`src/rtl/if_id_queue.sv`:
```
// IF/ID first-word-fall-through queue of DEPTH (pc, instr) pairs; flush empties it in one cycle.
// Push-to-head latency 1 cycle; in_ready = not full (independent of out_ready); empty head reads as zero (nop).
module if_id_queue #(
  parameter int ADDR_WIDTH  = 32,
  parameter int INSTR_WIDTH = 32,
  parameter int DEPTH       = 4,
  localparam int CNT_W      = $clog2(DEPTH) + 1
) (
  input  logic                   clk,
  input  logic                   reset,
  input  logic                   flush,
  input  logic                   in_valid,
  output logic                   in_ready,
  input  logic [ADDR_WIDTH-1:0]  pc_in,
  input  logic [INSTR_WIDTH-1:0] instr_in,
  output logic                   out_valid,
  input  logic                   out_ready,
  output logic [ADDR_WIDTH-1:0]  pc_out,
  output logic [INSTR_WIDTH-1:0] instr_out,
  output logic [CNT_W-1:0]       count
);

  localparam int PTR_W = $clog2(DEPTH);

  typedef struct packed {
    logic [ADDR_WIDTH-1:0]  pc;
    logic [INSTR_WIDTH-1:0] instr;
  } entry_t;

  entry_t           mem [DEPTH];
  entry_t           head;
  logic [PTR_W-1:0] wp;
  logic [PTR_W-1:0] rp;
  logic             push;
  logic             pop;

  assign in_ready  = (count != CNT_W'(DEPTH));
  assign out_valid = (count != '0);
  assign push      = in_valid & in_ready & ~flush;
  assign pop       = out_valid & out_ready & ~flush;

  assign head      = mem[rp];
  assign pc_out    = out_valid ? head.pc    : '0;
  assign instr_out = out_valid ? head.instr : '0;

  // Storage needs no reset: stale entries are never visible once count is cleared.
  always_ff @(posedge clk) begin
    if (push) begin
      mem[wp] <= '{pc: pc_in, instr: instr_in};
    end
  end

  always_ff @(posedge clk) begin
    if (!reset || flush) begin
      wp    <= '0;
      rp    <= '0;
      count <= '0;
    end else begin
      if (push) wp <= wp + PTR_W'(1);
      if (pop)  rp <= rp + PTR_W'(1);
      case ({push, pop})
        2'b10:   count <= count + CNT_W'(1);
        2'b01:   count <= count - CNT_W'(1);
        default: count <= count;
      endcase
    end
  end

endmodule

```
`config.mk`:
```
export PLATFORM = sky130hd
export DESIGN_NAME = if_id_queue
export DESIGN_NICKNAME = d
export VERILOG_FILES = /design/src/rtl/if_id_queue.sv
export SDC_FILE = /design/constraint.sdc
export NUM_CORES = 1
export LEC_CHECK = 0
export CAP_MARGIN = 20
export CORE_ASPECT_RATIO = 1.25
export CORE_UTILIZATION = 30
export DETAILED_ROUTE_END_ITERATION = 10
export PLACE_DENSITY_LB_ADDON = 0.08
export SYNTH_ARGS = -nofsm -noshare
export SYNTH_HDL_FRONTEND = slang
export SYNTH_SLANG_ARGS = --single-unit
```
`constraint.sdc`:
```
create_clock -name clk -period 2.6 [get_ports clk]
set_input_delay 0.26 -clock clk [delete_from_list [all_inputs] [get_ports clk]]
set_output_delay 0.26 -clock clk [all_outputs]
set_load 0.1 [all_outputs]
```
==> run metrics <==
Detail Placement HPWL=13100 um; final worst path period need=approximately 2.4 ns; Die ar.=roughly 35000 um^2; Slew Viols, Final=0; Tot GR Track Use=0.124; post-synth top area cell=edfxtp_1; Fmax achieved=412 MHz; Comb pwr share=0.082; die width=around 170 um; sequential share of power=0.528; I/O Pins=around 140; Initial Util=0.305; Synth top area share=0.753; Port Buffers=roughly 140; Setup crit start kind=register; total negative slack=0 ns; clock share of power=0.390; synth warn=0; antenna violations before repair=1; count of state elements after synthesis=roughly 270; Worst slew margin=0.577; Slew @ Worst Pin=roughly 0.63 ns; MaxCap Viol Count=0; buffer depth of the longest clock path=3; critical path class=register to output pin; LEAKAGE=approximately 4.4 nW; core area=around 34000 um^2; Syn Area/Cell=approximately 22 um^2; Critical Path RT=between 2 and 2.5 ns; Tcrit/Tclk final=0.934; most common cell after layout, fill and taps aside=edfxtp_1; Antenna diodes=0; Vias/cell=roughly 4.6; share of cells above drive strength 1=0.316; row count=between 70 and 80; final hold vios=0; largest net degree at the start of global routing=66; Netlist cell types=24; largest cells by area after synthesis=edfxtp_1 75%, mux4_2 13%, and2_1 4.2%; post-route ant nets=0; CP arrival=roughly 2.2 ns; Worst Setup End Kind=output pin; CTS Hold Bufs=0; First-pass DRT Iterations=4; Clock Skew=approximately 0.0078 ns; nets=roughly 700; H-Tree Level Count=1; placed cells=1016; Internal Power=roughly 7.1 mW; status=complete, no violations; first-pass GRT wire length=32400 um; CTS buffer count=27; Clock Tree Root=clkbuf_16; Clock Sink Count=265; Setup-failing EPs final=0; Synth Instances=460; Finished Layout Cells=around 1100; DRC Markers=0; power density over the cells=659 nW/um^2; most frequent cells in the layout=256 x edfxtp_1, 76 x buf_12, 68 x clkdlybuf4s50_1; Synth Cell Area=approximately 10000 um^2; number of global-route vias before repair=5427; Peak VDD IR=approximately 0.32 mV; P&R area growth vs syn=34.3%; register area share after synthesis=0.770; sw frac=0.220; Detailed Route WL=between 20000 and 25000 um; DR vias=4861; Starting DRT DRC Count=around 210; CTS tree=built; grt total ovfl=0; RSZ-0062 raised after global routing=false; Die Y-Extent=between 200 and 250 um; Synthesized Nets=between 500 and 600; Net Switching=between 1.5 and 2 mW; Worst-path clk slew=around 0.060 ns; HP Class=input pin to register; DR WL/cell=~20 um; worst-path fanout max=65; Clock Latency Late Sink=~0.52 ns; Final GP Congestion=0.689
[routing by layer]
metal	track usage	share of wire	vias up
met1	0.144	0.40	2536
li1	-	-	2189
met4	0.0354	0.019	2
met2	0.230	0.54	100
met3	0.0259	0.047	34
met5	0	0.00051	-
[stage by stage]
stage | power [mW] | cell area [um^2] | hold slack, ns | worst slack, ns | util
after floorplan | 5.25 | 10200 | 0.359 | 0.154 | -
after global placement | 5.60 | 12900 | 0.488 | 0.384 | 0.384
after detailed placement | 5.61 | 12900 | 0.508 | 0.305 | 0.384
after CTS | 9.18 | 13700 | 0.340 | 0.0346 | 0.408
after global routing | 9.37 | 13700 | 0.364 | 0.0497 | 0.409
final | 9.04 | 13700 | 0.367 | 0.173 | 0.409
[repair_timing]
| action | 4_1_cts | 5_1_grt |
|---|---|---|
| setup endpoints to repair | 0 | 3 |
| resized for setup | 0 | 1 |
| setup buffers | 0 | 0 |
| endpoints found under the hold margin | 0 | 0 |
[state kept, by name, indices dropped and copies added (netlist names), named ones only]
name   cells
wp         2
rp         2
mem      256
count      3
[kinds of logic after synthesis]
kind of cell | Yosys count | synth area share
buf+inv | 30 | 0.0222
fa+ha+maj | 6 | 0.00809
flops | 265 | 0.770
mux | 64 | 0.143
simple gates | 82 | 0.0483
compound gates | 9 | 0.00502
xor+xnor | 4 | 0.00343
[synth_stat cells]
master    count
nor3_1        1
o21ai_0       3
o311ai_0      1
nor3b_1       1
nor2_1        7
mux4_1        4
buf_6         1
buf_2         6
fa_1          1
or3_1         2
xor2_1        4
mux4_2       60
nand2b_1      1
o31ai_1       1
a21oi_1       4
inv_1         8
nand3_1       2
buf_12        6
clkbuf_2      1
dfxtp_1       9
and2_1       68
clkbuf_1      8
ha_1          5
edfxtp_1    256
[power by group through the flow]
stage,Combinational [mW],Clock (mW),Sequential (mW)
after floorplan,0.381,0,4.86
after global placement,0.746,0,4.86
after detailed placement,0.754,0,4.86
after CTS,0.756,3.65,4.77
after global routing,0.779,3.82,4.77
final,0.742,3.53,4.77
[critical path, stage by stage (launching register included)]
cell and delay, ns:
dfxtp_2 0.35, or3_2 0.47, buf_4 0.34, and2_2 0.30, buf_12 0.17
[final timing paths]
path | start | end | slack, ns | depth (start not counted)
worst max-delay path | count[2] | instr_out[25] | 0.17 | 4
worst min-delay path | pc_in[2] | mem[2][34] | 0.37 | 1
worst max register to register | count[2] | count[2] | 0.28 | 9
worst min register to register | count[2] | count[2] | 0.53 | 2
[final cells by class]
type	count	area (um^2)
Tap cell	423	529
Inverter	8	30.0
Fill cell	2903	19800
Clock inverter	17	114
Multi-Input combinational cell	165	2140
Sequential cell	265	7880
Clock buffer	31	691
Timing Repair Buffer	156	2330
Power figures use the tool's default switching activity.
